`src/rtl/_shifter_reg_p_if.sv`:
```
`default_nettype none
// ============================================================================
// Module      : _shifter_reg_p_if
// Description : Command/result bundle for the _shifter_reg_p shift/rotate stage.
// Revision    : 1.0  initial release
// ============================================================================
interface _shifter_reg_p_if #(
    parameter int WIDTH = 8,
    parameter int AMT_W = 3
);
    logic             clr;
    logic             start;
    logic [2:0]       op;
    logic [AMT_W-1:0] amt;
    logic [WIDTH-1:0] d_in;
    logic [WIDTH-1:0] q;
    logic             busy;
    logic             done;

    modport master (
        output clr, start, op, amt, d_in,
        input  q, busy, done
    );

    modport slave (
        input  clr, start, op, amt, d_in,
        output q, busy, done
    );
endinterface
`default_nettype wire

```
`src/rtl/_shifter_reg_p.sv`:
```
`default_nettype none
// ============================================================================
// Module      : _shifter_reg_p
// Description : WIDTH-bit load/shift/rotate register with start/busy/done
//               handshake. Iterative (one position per clock) by default;
//               define SHIFTER_BARREL_EN for single-edge barrel operation.
// Revision    : 1.0  initial release
// ============================================================================
module _shifter_reg_p #(
    parameter int WIDTH = 8,
    parameter int AMT_W = 3
) (
    input  wire logic         clk,
    input  wire logic         reset,
    _shifter_reg_p_if.slave   bus
);

    localparam logic [2:0] c_OP_LOAD = 3'b001;
    localparam logic [2:0] c_OP_LSL  = 3'b010;
    localparam logic [2:0] c_OP_LSR  = 3'b011;
    localparam logic [2:0] c_OP_ASR  = 3'b100;
    localparam logic [2:0] c_OP_ROL  = 3'b101;
    localparam logic [2:0] c_OP_ROR  = 3'b110;

    logic [WIDTH-1:0] r_q;
    logic             r_done;

    // Single-position step; non-shift opcodes pass the value through.
    function automatic logic [WIDTH-1:0] f_step(input logic [2:0] op,
                                                input logic [WIDTH-1:0] v);
        case (op)
            c_OP_LSL: f_step = {v[WIDTH-2:0], 1'b0};
            c_OP_LSR: f_step = {1'b0, v[WIDTH-1:1]};
            c_OP_ASR: f_step = {v[WIDTH-1], v[WIDTH-1:1]};
            c_OP_ROL: f_step = {v[WIDTH-2:0], v[WIDTH-1]};
            c_OP_ROR: f_step = {v[0], v[WIDTH-1:1]};
            default:  f_step = v;
        endcase
    endfunction

`ifdef SHIFTER_BARREL_EN
    logic [WIDTH-1:0] w_barrel;

    // Cascade of single steps keeps n>=WIDTH results identical to iterative mode.
    always_comb begin
        w_barrel = r_q;
        for (int i = 0; i < (1 << AMT_W) - 1; i++) begin
            if (i < int'(bus.amt)) begin
                w_barrel = f_step(bus.op, w_barrel);
            end
        end
    end

    always_ff @(posedge clk or posedge reset) begin
        if (reset) begin
            r_q    <= '0;
            r_done <= 1'b0;
        end else if (bus.clr) begin
            r_q    <= '0;
            r_done <= 1'b0;
        end else begin
            r_done <= 1'b0;
            if (bus.start) begin
                r_done <= 1'b1;
                if (bus.op == c_OP_LOAD) begin
                    r_q <= bus.d_in;
                end else begin
                    r_q <= w_barrel;
                end
            end
        end
    end

    assign bus.busy = 1'b0;
`else
    localparam logic [0:0] c_S_IDLE  = 1'b0;
    localparam logic [0:0] c_S_SHIFT = 1'b1;

    logic [0:0]       r_state;
    logic [AMT_W-1:0] r_cnt;
    logic [2:0]       r_op;
    logic             w_is_shift;

    assign w_is_shift = (bus.op >= c_OP_LSL) && (bus.op <= c_OP_ROR);

    always_ff @(posedge clk or posedge reset) begin
        if (reset) begin
            r_q     <= '0;
            r_done  <= 1'b0;
            r_state <= c_S_IDLE;
            r_cnt   <= '0;
            r_op    <= '0;
        end else if (bus.clr) begin
            r_q     <= '0;
            r_done  <= 1'b0;
            r_state <= c_S_IDLE;
            r_cnt   <= '0;
        end else begin
            r_done <= 1'b0;
            case (r_state)
                c_S_IDLE: begin
                    if (bus.start) begin
                        r_op <= bus.op;
                        if (bus.op == c_OP_LOAD) begin
                            r_q    <= bus.d_in;
                            r_done <= 1'b1;
                        end else if (w_is_shift && (bus.amt != '0)) begin
                            r_state <= c_S_SHIFT;
                            r_cnt   <= bus.amt;
                        end else begin
                            r_done <= 1'b1;
                        end
                    end
                end
                default: begin
                    r_q   <= f_step(r_op, r_q);
                    r_cnt <= r_cnt - 1'b1;
                    if (r_cnt == {{(AMT_W-1){1'b0}}, 1'b1}) begin
                        r_state <= c_S_IDLE;
                        r_done  <= 1'b1;
                    end
                end
            endcase
        end
    end

    assign bus.busy = (r_state == c_S_SHIFT);
`endif

    assign bus.q    = r_q;
    assign bus.done = r_done;

endmodule
`default_nettype wire

```
`src/flat_wrapper.sv`:
```
// flat-port wrapper written by rule: the top's interface ports become plain ports
module _shifter_reg_p_flat 
#(
    parameter int WIDTH = 8,
    parameter int AMT_W = 3
)
  (clk, reset, bus_clr, bus_start, bus_op, bus_amt, bus_d_in, bus_q, bus_busy, bus_done);
  _shifter_reg_p_if #(.WIDTH(WIDTH), .AMT_W(AMT_W)) bus_i ();
  input  wire logic clk;
  input  wire logic reset;
  input wire logic [$bits(bus_i.clr)-1:0] bus_clr;
  input wire logic [$bits(bus_i.start)-1:0] bus_start;
  input wire logic [$bits(bus_i.op)-1:0] bus_op;
  input wire logic [$bits(bus_i.amt)-1:0] bus_amt;
  input wire logic [$bits(bus_i.d_in)-1:0] bus_d_in;
  output wire logic [$bits(bus_i.q)-1:0] bus_q;
  output wire logic [$bits(bus_i.busy)-1:0] bus_busy;
  output wire logic [$bits(bus_i.done)-1:0] bus_done;
  assign bus_i.clr = bus_clr;
  assign bus_i.start = bus_start;
  assign bus_i.op = bus_op;
  assign bus_i.amt = bus_amt;
  assign bus_i.d_in = bus_d_in;
  assign bus_q = bus_i.q;
  assign bus_busy = bus_i.busy;
  assign bus_done = bus_i.done;
  _shifter_reg_p #(.WIDTH(WIDTH), .AMT_W(AMT_W)) u_core (.clk(clk), .reset(reset), .bus(bus_i));
endmodule
```
`config.mk`:
```
export PLATFORM = sky130hd
export DESIGN_NAME = _shifter_reg_p_flat
export DESIGN_NICKNAME = d
export VERILOG_FILES = /design/src/rtl/_shifter_reg_p_if.sv /design/src/rtl/_shifter_reg_p.sv /design/src/flat_wrapper.sv
export SDC_FILE = /design/constraint.sdc
export NUM_CORES = 1
export LEC_CHECK = 0
export BUFFER_PORTS_ARGS = -buffer_cell sky130_fd_sc_hd__buf_2
export CORE_MARGIN = 3
export CORE_UTILIZATION = 44
export DETAILED_ROUTE_END_ITERATION = 12
export GPL_TIMING_DRIVEN = 0
export PLACE_DENSITY = 0.64
export SETUP_SLACK_MARGIN = 0.5
export SYNTH_ARGS = -nofsm -noshare
export SYNTH_HDL_FRONTEND = slang
export SYNTH_SLANG_ARGS = --single-unit
export TNS_END_PERCENT = 30
```
`constraint.sdc`:
```
create_clock -name clk -period 3.7 [get_ports clk]
set_clock_uncertainty 0.1 [all_clocks]
set_input_delay 0.37 -clock clk [delete_from_list [all_inputs] [get_ports clk]]
set_output_delay 0.37 -clock clk [all_outputs]
set_load 0.02 [all_outputs]
```
* Word level (Yosys, flattened, before mapping)
Index checks and enable logic that the tools add are counted.
** Operators by class
- Add/subtract/negate cells :: 1
- $lt $le $gt $ge :: 2
- Eq/ne operators :: 11
- Mux-type cells :: 22
- Bitwise operators :: 2
- Reductions and logical operators :: 10
** Operator list (count)
- one-hot mux 8 bit (5 select lines) :: 1
- 2-to-1 mux 8 bit :: 4
- 2-to-1 mux 3 bit :: 5
- 2-to-1 mux 1 bit :: 12
- nonzero test 3 bit :: 4
- == test 3 bit, second input constant :: 3
- AND reduction 3 bit :: 3
- != test 7 bit, second input constant :: 1
- == test 3 x 1 -> 1 bit, second input constant :: 2
- == test 3 x 2 -> 1 bit, second input constant :: 2
- != test 6 bit, second input constant :: 1
- AND reduction 4 bit :: 1
- >= comparator 3 x 2 -> 1 bit, second input constant :: 1
- less-or-equal comparator 3 bit, second input constant :: 1
- != test 3 x 2 -> 1 bit, second input constant :: 1
- != test 3 bit, second input constant :: 1
- subtractor 3 x 1 -> 3 bit, second input constant :: 1
- logical AND 1 bit :: 2
- NOT 1 bit :: 2
** Word-level totals
- Bits in registers :: 16
- Input bits :: 18
- Output and inout port bits :: 10
- Word-level logic and storage cells :: 54

* Depth between registers and ports, before layout
- Depth after elaboration :: 8
- Depth in mapped cells :: 6
- Gate-level depth less buffers :: 4

* Least setup slack after synthesis
No wires, ideal clock.
- Path kind :: register to register
- From :: reg u_core.r_state (netlist: u_core.bus.busy)
- To :: reg u_core.r_q[5] (netlist: u_core.bus.q[5])
- Library setup time :: 123 ps
- Arrival time :: 1349 ps
- Required time :: 3477 ps
- Path slack :: 2129 ps
- Stages on the path, launching flop included :: 6
- Buffers on the path :: 2
- Period minus slack after synthesis :: 1571 ps
- Path through :: dfrtp_1 -> buf_4 -> o21a_1 -> a32o_1 -> buf_6 -> o221a_2
** Between the ends
- Cells in the longest elaborated chain, start to end :: 2
- Elaborated cells between the ends (all ways) :: 6
- Classes of those cells :: eq/ne: 1; mux: 2; reduce/logical: 3
** Ends and longest elaborated chain
- start, declared :: RTL line _shifter_reg_p.sv:79 : logic [0:0] r_state;
- start signal, assigned :: RTL line _shifter_reg_p.sv:90 : r_state <= c_S_IDLE;
- start signal, assigned :: RTL line _shifter_reg_p.sv:96 : r_state <= c_S_IDLE;
- start signal, assigned :: RTL line _shifter_reg_p.sv:108 : r_state <= c_S_SHIFT;
- != test 7 bit (no source line) (tied with other cells)
- AND reduction 3 bit (no source line) or 2-to-1 mux 8 bit (tied branches)
- end signal, assigned :: RTL line _shifter_reg_p.sv:105 : r_q <= bus.d_in;
- end signal, assigned :: RTL line _shifter_reg_p.sv:116 : r_q <= f_step(r_op, r_q);
- end, declared :: RTL line _shifter_reg_p.sv:25 : logic [WIDTH-1:0] r_q;
Several ways; a longest one is shown, not always the timed one.
A chain may end at the register's enable or synchronous reset.

* Final worst setup path
- From :: reg u_core.r_op[1]
- To :: reg u_core.r_q[5] (netlist: u_core.bus.q[5])
** Between the ends
- Cells in the longest elaborated chain, start to end :: 4
- Elaborated cells between the ends (all ways) :: 10
- Classes of those cells :: eq/ne: 6; mux: 3; reduce/logical: 1
** Ends and longest elaborated chain
- start, declared :: RTL line _shifter_reg_p.sv:81 : logic [2:0] r_op;
- start signal, assigned :: RTL line _shifter_reg_p.sv:103 : r_op <= bus.op;
- == test 3 bit or == test 3 x 2 -> 1 bit (tied branches) :: RTL line _shifter_reg_p.sv:31 : case (op)
- one-hot mux 8 bit (5 select lines) :: RTL line _shifter_reg_p.sv:31
- 2-to-1 mux 8 bit :: RTL line _shifter_reg_p.sv:100 : case (r_state)
- 2-to-1 mux 8 bit :: RTL line _shifter_reg_p.sv:93 : end else if (bus.clr) begin
Several ways; a longest one is shown, not always the timed one.

==> qor.yml <==
drc: 0
tightestPinTransition_ns: 0.641
fin_setup_tns_ns: 0
io_buffers: 27
antenna_found_initial: 0
setup_viol: 0
synth_top_family_by_area: "simple AND/OR/NAND/NOR gates"
grt_overflow: 0
row_count: 17
drv_slew: 0
num-nets-final: 174
fmax_mhz: 627
dpl.cell_count: 177
synthCells: 122
pin_count: 28
cts_sinks: 16
die_x_um: 56.8
r2r-start: "u_core.r_op[1]"
netlist_area_mm2: 0.00114
period_needed_ns: 1.60
power_mw: 0.538
fin_crit_sh_pct: 43.1
first_pass_iters: 5
core_area_mm2: 0.00234
r2r-end: "u_core.bus.q[5]"
routedWlPerCell_um: 15.2
start_util_pct: 48.6
grt_use_total_pct: 18.3
grt_pass1_wl_mm: 4.66
drt_wl_total_mm: 2.73
yosys.area.top_type_share_pct: 35.2
regArea_um2: 400
ys_seq_elements: 16
multi_input_area_um2: 648
hold_viol: 0
drtAntennaViolNets: 0
crit_end: "u_core.bus.q[5]"
rsz0062_at_grt: "no"
cts_buffers: 3
dp_slack_ns: 2.05
cts_tree: "done"
p_per_area_mw_per_mm2: 405
finalWorstSetupSlack_ns: 2.10
path_class: "reg -> reg"
status: "finished clean"
htreeDepth: 1
route.vias.total: 1032
viasPerCell: 5.73
yosysSeqAreaShare_pct: 35.2
fin_cells: 180
drive_gt1_share_pct: 31.6
ctsResizeCount: 0
stdcell_area_mm2: 0.00133
postCtsSetupRepairBufs: 0
reg2reg_slack_ns: 2.10
synth_cell_types: 46
cts_root_buffer: "clkbuf_4"
gp_congestion: 0.766
cp.required_ns: 3.78
cts_hold_buffers: 0
synth_area_leaders: "dfrtp_1 (35%), mux2_2 (5.0%), nor2_1 (4.0%)"
p_leak_nw: 0.626
slew_headroom_pct: 57.2
die_area_mm2: 0.00323
muxShareOfSynthArea_pct: 7.59
startpoint: "u_core.r_op[1]"
critical_path.max_fanout: 10
clockBufferDepth: 2
synth_compound_area_share_pct: 22.2
async_reset_ff_share_pct: 100
ys.warnings.count: 0
synth-adder-area-share_pct: 2.20
die_h_um: 56.8
layout_common_cells: "buf_2 (29), dfrtp_1 (16), nor2_1 (12), inv_1 (7)"
end_kind: "flip-flop"
syn-num-nets: 142
place.detailed.hpwl_mm: 2.07
critical_path_arrival_ns: 1.68
hp-class: "in -> async"
clkTransAtPathRegs_ns: 0.10
synth_simple_gate_area_share_pct: 24.2
syn_avg_cell_area_um2: 9.32
n_fill_cell: 237
synth.largest_area_cell: "dfrtp_1"
placed_cell_area_mm2: 0.00131
synth-xor-area-share_pct: 0.770
ff2ff_path_depth: 5
synth_edf_count: 0
ir_worst_vdd_mv: 0.245
crit_path_start_kind: "flip-flop"
first_global_vias: 998
maxCapViolations: 0
hold_ws_ns: 0.0499
insertion_delay_ns: 0.29
final_util_pct: 56.8
syn2layout_area_growth_pct: 16.9
grt_max_degree: 17
drt_iter0_markers: 36
synth_ff_type: "dfrtp_1"
final_common_cell: "buf_2"
antenna_cells: 0
==> cell type report <==
class	count	area share, %
multi-input cells	91	48.7
flip-flops and latches	16	30.1
repair buffers	27	10.2
plain buffers	8	4.70
well taps	28	2.63
inverters	7	1.98
clock buffers	3	1.69
==> worst max-delay path: stages (launching register included) <==
cell	delay (ns)
dfrtp_1	0.37
buf_4	0.16
o21a_1	0.19
a32o_1	0.25
buf_6	0.16
o221a_2	0.26
==> synth_stat cells, types with 4 or more instances <==
| master | count |
|---|---|
| mux2_2 | 5 |
| o211ai_1 | 5 |
| or3_1 | 5 |
| a211oi_1 | 4 |
| nor2_1 | 12 |
| nand2b_1 | 6 |
| dfrtp_1 | 16 |
| a311oi_1 | 4 |
| inv_1 | 7 |
| nand2_1 | 6 |
==> worst min path at each step <==
stage / from / end / slack, ns / cells past startpoint
floorplan: reset / u_core.bus.busy / 0.18 / 1
global placement: reset / u_core.bus.busy / 0.39 / 2
detailed placement: reset / u_core.bus.busy / 0.40 / 2
CTS: reset / u_core.bus.busy / 0.07 / 2
global route: reset / u_core.bus.busy / 0.10 / 2
finish: reset / u_core.bus.busy / 0.05 / 2
==> state kept, by name, summed over array words and instances (netlist names) <==
| signal | cells |
|---|---|
| u_core.bus.q | 8 |
| u_core.bus.done | 1 |
| u_core.r_cnt | 3 |
| u_core.bus.busy | 1 |
| u_core.r_op | 3 |
==> kinds of logic after synthesis <==
family          after synthesis
simple gates                 48
compound gates               32
flops                        16
buf+inv                      15
mux                           8
fa+ha+maj                     2
xor+xnor                      1
==> power breakdown <==
part           leakage (nW)  internal, mW  switching (mW)  total, mW
Sequential            0.210         0.199          0.0237      0.222
Clock                0.0138        0.0378          0.0564     0.0943
Combinational         0.403         0.101           0.120      0.221
Total                 0.626         0.338           0.200      0.538
==> routing by layer <==
layer | part of all wire (%) | up-vias | wire length [um] | track usage, %
met2 | 48 | 22 | 1310 | 29.5
met1 | 47 | 487 | 1270 | 25.1
met5 | 0 | - | 0 | 0
met4 | 1.6 | 0 | 45 | 4.97
met3 | 3.7 | 6 | 100 | 2.99
li1 | - | 517 | - | -
Power figures use the tool's default switching activity.
